===== config.mk =====
export PLATFORM = sky130hd
export DESIGN_NAME = decoder
export DESIGN_NICKNAME = d
export VERILOG_FILES = /design/src/rtl/decoder_pkg.sv /design/src/rtl/decoder_hex_to_seg.sv /design/src/rtl/decoder.sv
export SDC_FILE = /design/constraint.sdc
export NUM_CORES = 1
export LEC_CHECK = 0
export CAP_MARGIN = 5
export CORE_AREA = 2 2 57 59
export DETAILED_ROUTE_END_ITERATION = 7
export DIE_AREA = 0 0 59 61
export PLACE_DENSITY = 0.8
export SLEW_MARGIN = 20
export SYNTH_ARGS = -nofsm -noshare
export SYNTH_HDL_FRONTEND = slang
export SYNTH_HIERARCHICAL = 1
export SYNTH_SLANG_ARGS = --single-unit

===== constraint.sdc =====
create_clock -name clk_i -period 0.8 [get_ports clk_i]
set_clock_uncertainty 0.1 [all_clocks]
set_input_delay 0.12 -clock clk_i [delete_from_list [all_inputs] [get_ports clk_i]]
set_output_delay 0.12 -clock clk_i [all_outputs]
set_load 0.02 [all_outputs]

===== src/rtl/decoder_pkg.sv =====
// Shared constants, select encoding and the seven-segment font for the decoder.
package decoder_pkg;

    localparam int SW_W  = 10;
    localparam int NIB_W = 4;
    localparam int SEG_W = 7;

    localparam logic [NIB_W-1:0] DC2_NONE = 4'hF;

    typedef enum logic [1:0] {
        SEL_POP  = 2'b00,
        SEL_PRIO = 2'b01,
        SEL_XOR  = 2'b10,
        SEL_AND  = 2'b11
    } sel_e;

    // Active-low {g,f,e,d,c,b,a} patterns, entry 0 first.
    localparam logic [0:15][SEG_W-1:0] SEG_FONT = {
        7'b1000000, 7'b1111001, 7'b0100100, 7'b0110000,
        7'b0011001, 7'b0010010, 7'b0000010, 7'b1111000,
        7'b0000000, 7'b0010000, 7'b0001000, 7'b0000011,
        7'b1000110, 7'b0100001, 7'b0000110, 7'b0001110
    };

    localparam logic [SEG_W-1:0] SEG_BLANK = 7'b1111111;

    function automatic logic [NIB_W-1:0] popCount(input logic [SW_W-1:0] sw);
        logic [NIB_W-1:0] cnt;
        cnt = '0;
        for (int i = 0; i < SW_W; i++) begin
            cnt = cnt + {{(NIB_W-1){1'b0}}, sw[i]};
        end
        return cnt;
    endfunction

    function automatic logic [NIB_W-1:0] msbIndex(input logic [SW_W-1:0] sw);
        logic [NIB_W-1:0] idx;
        idx = DC2_NONE;
        for (int i = 0; i < SW_W; i++) begin
            if (sw[i]) begin
                idx = i[NIB_W-1:0];
            end
        end
        return idx;
    endfunction

endpackage


===== src/rtl/decoder_hex_to_seg.sv =====
// Combinational nibble-to-segment lookup; DECODER_HEX_ACTIVE_HIGH_EN selects 1 = segment lit.
module hex_to_seg
    import decoder_pkg::*;
(
    input  logic [NIB_W-1:0] nibble_i,
    output logic [SEG_W-1:0] seg_o
);

    logic [SEG_W-1:0] segLow;

    always_comb begin
        segLow = SEG_BLANK;
        case (nibble_i)
            4'h0:    segLow = SEG_FONT[0];
            4'h1:    segLow = SEG_FONT[1];
            4'h2:    segLow = SEG_FONT[2];
            4'h3:    segLow = SEG_FONT[3];
            4'h4:    segLow = SEG_FONT[4];
            4'h5:    segLow = SEG_FONT[5];
            4'h6:    segLow = SEG_FONT[6];
            4'h7:    segLow = SEG_FONT[7];
            4'h8:    segLow = SEG_FONT[8];
            4'h9:    segLow = SEG_FONT[9];
            4'hA:    segLow = SEG_FONT[10];
            4'hB:    segLow = SEG_FONT[11];
            4'hC:    segLow = SEG_FONT[12];
            4'hD:    segLow = SEG_FONT[13];
            4'hE:    segLow = SEG_FONT[14];
            default: segLow = SEG_FONT[15];
        endcase
    end

`ifdef DECODER_HEX_ACTIVE_HIGH_EN
    assign seg_o = ~segLow;
`else
    assign seg_o = segLow;
`endif

endmodule


===== src/rtl/decoder.sv =====
// Registered switch decoder: popcount, MSB index, XOR/AND nibbles, muxed onto HEX0.
// Display polarity follows DECODER_HEX_ACTIVE_HIGH_EN (undefined = active-low).
module decoder
    import decoder_pkg::*;
(
    input  logic             clk_i,
    input  logic             rstn_i,
    input  logic [SW_W-1:0]  sw_i,
    output logic [SEG_W-1:0] hex_o,
    output logic [NIB_W-1:0] dc1_o,
    output logic [NIB_W-1:0] dc2_o,
    output logic [NIB_W-1:0] f_o
);

`ifdef DECODER_HEX_ACTIVE_HIGH_EN
    localparam logic [SEG_W-1:0] HEX_RST = ~SEG_FONT[0];
`else
    localparam logic [SEG_W-1:0] HEX_RST = SEG_FONT[0];
`endif

    logic [NIB_W-1:0] dc1_d, dc2_d, f_d;
    logic [NIB_W-1:0] dc1_q, dc2_q, f_q;
    logic [SEG_W-1:0] hex_d, hex_q;
    sel_e             sel;

    assign sel = sel_e'(sw_i[SW_W-1 -: 2]);

    // f and hex derive from this cycle's comb results so all outputs agree.
    always_comb begin
        dc1_d = popCount(sw_i);
        dc2_d = msbIndex(sw_i);
        f_d   = '0;
        case (sel)
            SEL_POP:  f_d = dc1_d;
            SEL_PRIO: f_d = dc2_d;
            SEL_XOR:  f_d = sw_i[3:0] ^ sw_i[7:4];
            SEL_AND:  f_d = sw_i[3:0] & sw_i[7:4];
            default:  f_d = '0;
        endcase
    end

    hex_to_seg u_hex_to_seg (
        .nibble_i (f_d),
        .seg_o    (hex_d)
    );

    always_ff @(posedge clk_i or negedge rstn_i) begin
        if (!rstn_i) begin
            dc1_q <= '0;
            dc2_q <= '0;
            f_q   <= '0;
            hex_q <= HEX_RST;
        end else begin
            dc1_q <= dc1_d;
            dc2_q <= dc2_d;
            f_q   <= f_d;
            hex_q <= hex_d;
        end
    end

    assign dc1_o = dc1_q;
    assign dc2_o = dc2_q;
    assign f_o   = f_q;
    assign hex_o = hex_q;

endmodule


==> results_dict.tcl <==
set metrics [dict create \
    cts_made_buffers 3 \
    synth_simple_gate_area_share_pct 7.58 \
    seq_power_share_pct 27.7 \
    vias_per_cell 5.07 \
    intPower_mw 3.02 \
    synthAdderAreaFrac_pct 25.2 \
    die_w_um 59 \
    yosys_register_bits 19 \
    synth.area.mux_share_pct 7.99 \
    ir_drop_mv 1.24 \
    clk_pin_slew_ps 110 \
    diodes 0 \
    initial_core_util_pct 41.4 \
    cp-endpoint "hex_o[3]" \
    syn_avg_cell_area_um2 11.0 \
    dr_total_vias 1070 \
    synth_area_um2 1220 \
    critical-path-top-delay-family "adder cells" \
    synthesis.instances 111 \
    final-max-slew-violation-count 0 \
    coreArea_um2 2950 \
    crit_buf_inv 6 \
    setup-violations-final 35 \
    h-tree-depth 1 \
    grt_pass1_vias 1225 \
    synth_xor_xnor_area_share_pct 1.33 \
    place_congestion 0.840 \
    max_cap_viol_count 0 \
    cp_cell_sequence "buf_8 > fa_1 > inv_2 > fa_1 > fa_1 > inv_2 > ha_4 > inv_2 > fa_2 > nor2_2 > a21oi_2 > o21ai_2 > inv_2 > ha_4 > inv_2 > mux4_2" \
    yosysWarnings 6 \
    finalHoldViolations 0 \
    grt_pass1_wl_mm 5.47 \
    grt_max_degree 14 \
    cp_max_fo 3 \
    max_stage_delay_ps 540 \
    switching_share_pct 37.7 \
    cp.arrival_ps 3670 \
    cts_tree "yes" \
    drt-total-wl_mm 3.33 \
    fin_total_pwr_mw 4.85 \
    syn-num-nets 144 \
    powerDensity_nw_per_um2 2330 \
    dr.pass1.iters 4 \
    gr-total-overflow 0 \
    routedWlPerCell_um 15.8 \
    fin_nets 212 \
    grt_antenna_before_repair 0 \
    clkPwrFrac_pct 9.8 \
    cts_root_buffer "clkbuf_4" \
    critPathCaptureType "flop" \
    drc 0 \
    final_cell_mix "buf_6 (28), buf_4 (28), dfrtp_1 (18)" \
    grtUsageTotal_pct 20.5 \
    clock.fmax_ghz 0.277 \
    p_switching_mw 1.83 \
    worstSetupPathType "in -> reg" \
    relSlewSlack_pct 82.0 \
    first_iter_violations 24 \
    synth_top_family_by_area "adder cells" \
    die_h_um 61 \
    rows 20 \
    comb_power_share_pct 62.5 \
    drt.antenna.violating_nets 0 \
    worst_slack_ps -2810 \
    p_leak_nw 0.988 \
    worst-path-stages 16 \
    crit_top_cell "inv_2" \
    cts-hold-fix-buffers 0 \
    drive_gt1_share_pct 59.6 \
    synth.distinct_cells 27 \
    violations "setup timing" \
    port-buffer-count 30 \
    ios 31 \
    timing.hold.ws_ps 84.2 \
    hpwl_mm 2.41 \
    cts_sinks 19 \
    hold_path_class "in -> async" \
    min_period_ps 3610 \
    area_delta_synth_final_pct 70.7 \
    yosysSeqAreaShare_pct 39.0 \
    dieArea_um2 3600 \
    rsz0062_at_grt "true" \
    startpoint "sw_i[5]" \
    finalCritPeriodShare_pct 451 \
    cts_buffer_depth 2 \
    synth-compound-area-share_pct 11.3 \
    worstMarginPinSlew_ps 270 \
    status "finished, violations left" \
    start_kind "primary input" \
    crit_required_ps 870 \
    tns_ps -37920 \
    cp_slowest_cell "fa_1" \
]
## Yosys cell counts
cell type | count | area (um2)
fa_1 | 6 | 120
ha_1 | 15 | 188
nor2_1 | 11 | 41.3
buf_6 | 2 | 22.5
mux2i_1 | 6 | 60.1
a21oi_1 | 5 | 25.0
o311ai_1 | 1 | 8.76
nand2_1 | 5 | 18.8
o21a_1 | 1 | 7.51
a21boi_0 | 1 | 7.51
dfrtp_1 | 18 | 450
or3b_1 | 1 | 8.76
xor2_2 | 1 | 16.3
a311oi_1 | 1 | 8.76
a32o_1 | 1 | 10.0
mux2_2 | 1 | 11.3
buf_2 | 2 | 10.0
mux4_1 | 1 | 26.3
o31ai_1 | 2 | 15.0
o21ai_1 | 1 | 5.00
inv_1 | 16 | 60.1
dfstp_2 | 1 | 26.3
nand3_1 | 3 | 15.0
and2b_2 | 1 | 8.76
o21ai_0 | 5 | 25.0
o21bai_1 | 1 | 7.51
a22o_1 | 2 | 17.5
## timing repair
action                     CTS  global route
hold endpoints to repair     0             0
setup endpoints to repair   38            38
setup buffers               10             1
resized for setup          172            25
pin swaps                   21            16
## layer usage
metal	routed length (um)	global-route usage (%)	up-vias	share of wire, %
met5	0	0	-	0
met4	62	7.47	0	1.9
met3	111	2.35	6	3.3
met2	2000	43.3	27	60
met1	1150	19.9	534	35
li1	-	-	503	-
## sequential cells by signal, indices dropped and copies added, names as in the netlist
register  cells
hex_o         7
dc1_o         4
dc2_o         4
f_o           4
## stage by stage
stage / area [um2] / setup slack, ps / instances / utilization [%]
2_1_floorplan: 1300 / -2960 / 111 / -
3_3_place_gp: 1840 / -3430 / 201 / 62.3
3_5_place_dp: 1840 / -3620 / 201 / 62.3
4_1_cts: 2040 / -2880 / 213 / 69.2
5_1_grt: 2080 / -2930 / 211 / 70.6
6_report: 2080 / -2810 / 211 / 70.6
## power groups by stage
stage               clock [mW]  combinational (mW)  sequential [mW]
finish                   0.476                3.04             1.34
global route             0.533                3.24             1.36
CTS                      0.488                2.81             1.35
detailed placement           0                2.43             1.31
global placement             0                2.31             1.30
floorplan                    0               0.909             1.64
## cell families (layout without fill, tap and decap cells)
kind of cell    count (synthesis)  after routing
compound gates                 21             21
mux                             8              8
simple gates                   21             21
xor+xnor                        1              1
flops                          19             19
buf+inv                        20             87
fa+ha+maj                      21             21
## final cells by class
| type | instances | area (um2) |
|---|---|---|
| multi-input combinational | 72 | 826 |
| fill | 227 | 868 |
| clock inverter | 1 | 5.00 |
| tap | 33 | 41.3 |
| sequential | 19 | 477 |
| inverter | 16 | 77.6 |
| clock buffer | 3 | 22.5 |
| timing repair buffer | 67 | 636 |
## worst min-delay path by stage
stage	start	end	slack (ps)	cells past startpoint
finish	rstn_i	hex_o[6]	80	1
global route	rstn_i	hex_o[6]	90	1
CTS	rstn_i	hex_o[6]	90	1
detailed placement	rstn_i	hex_o[6]	410	1
global placement	rstn_i	hex_o[2]	380	2
floorplan	rstn_i	dc1_o[0]	-280	0
No activity file was read; power rests on OpenSTA's default activity.
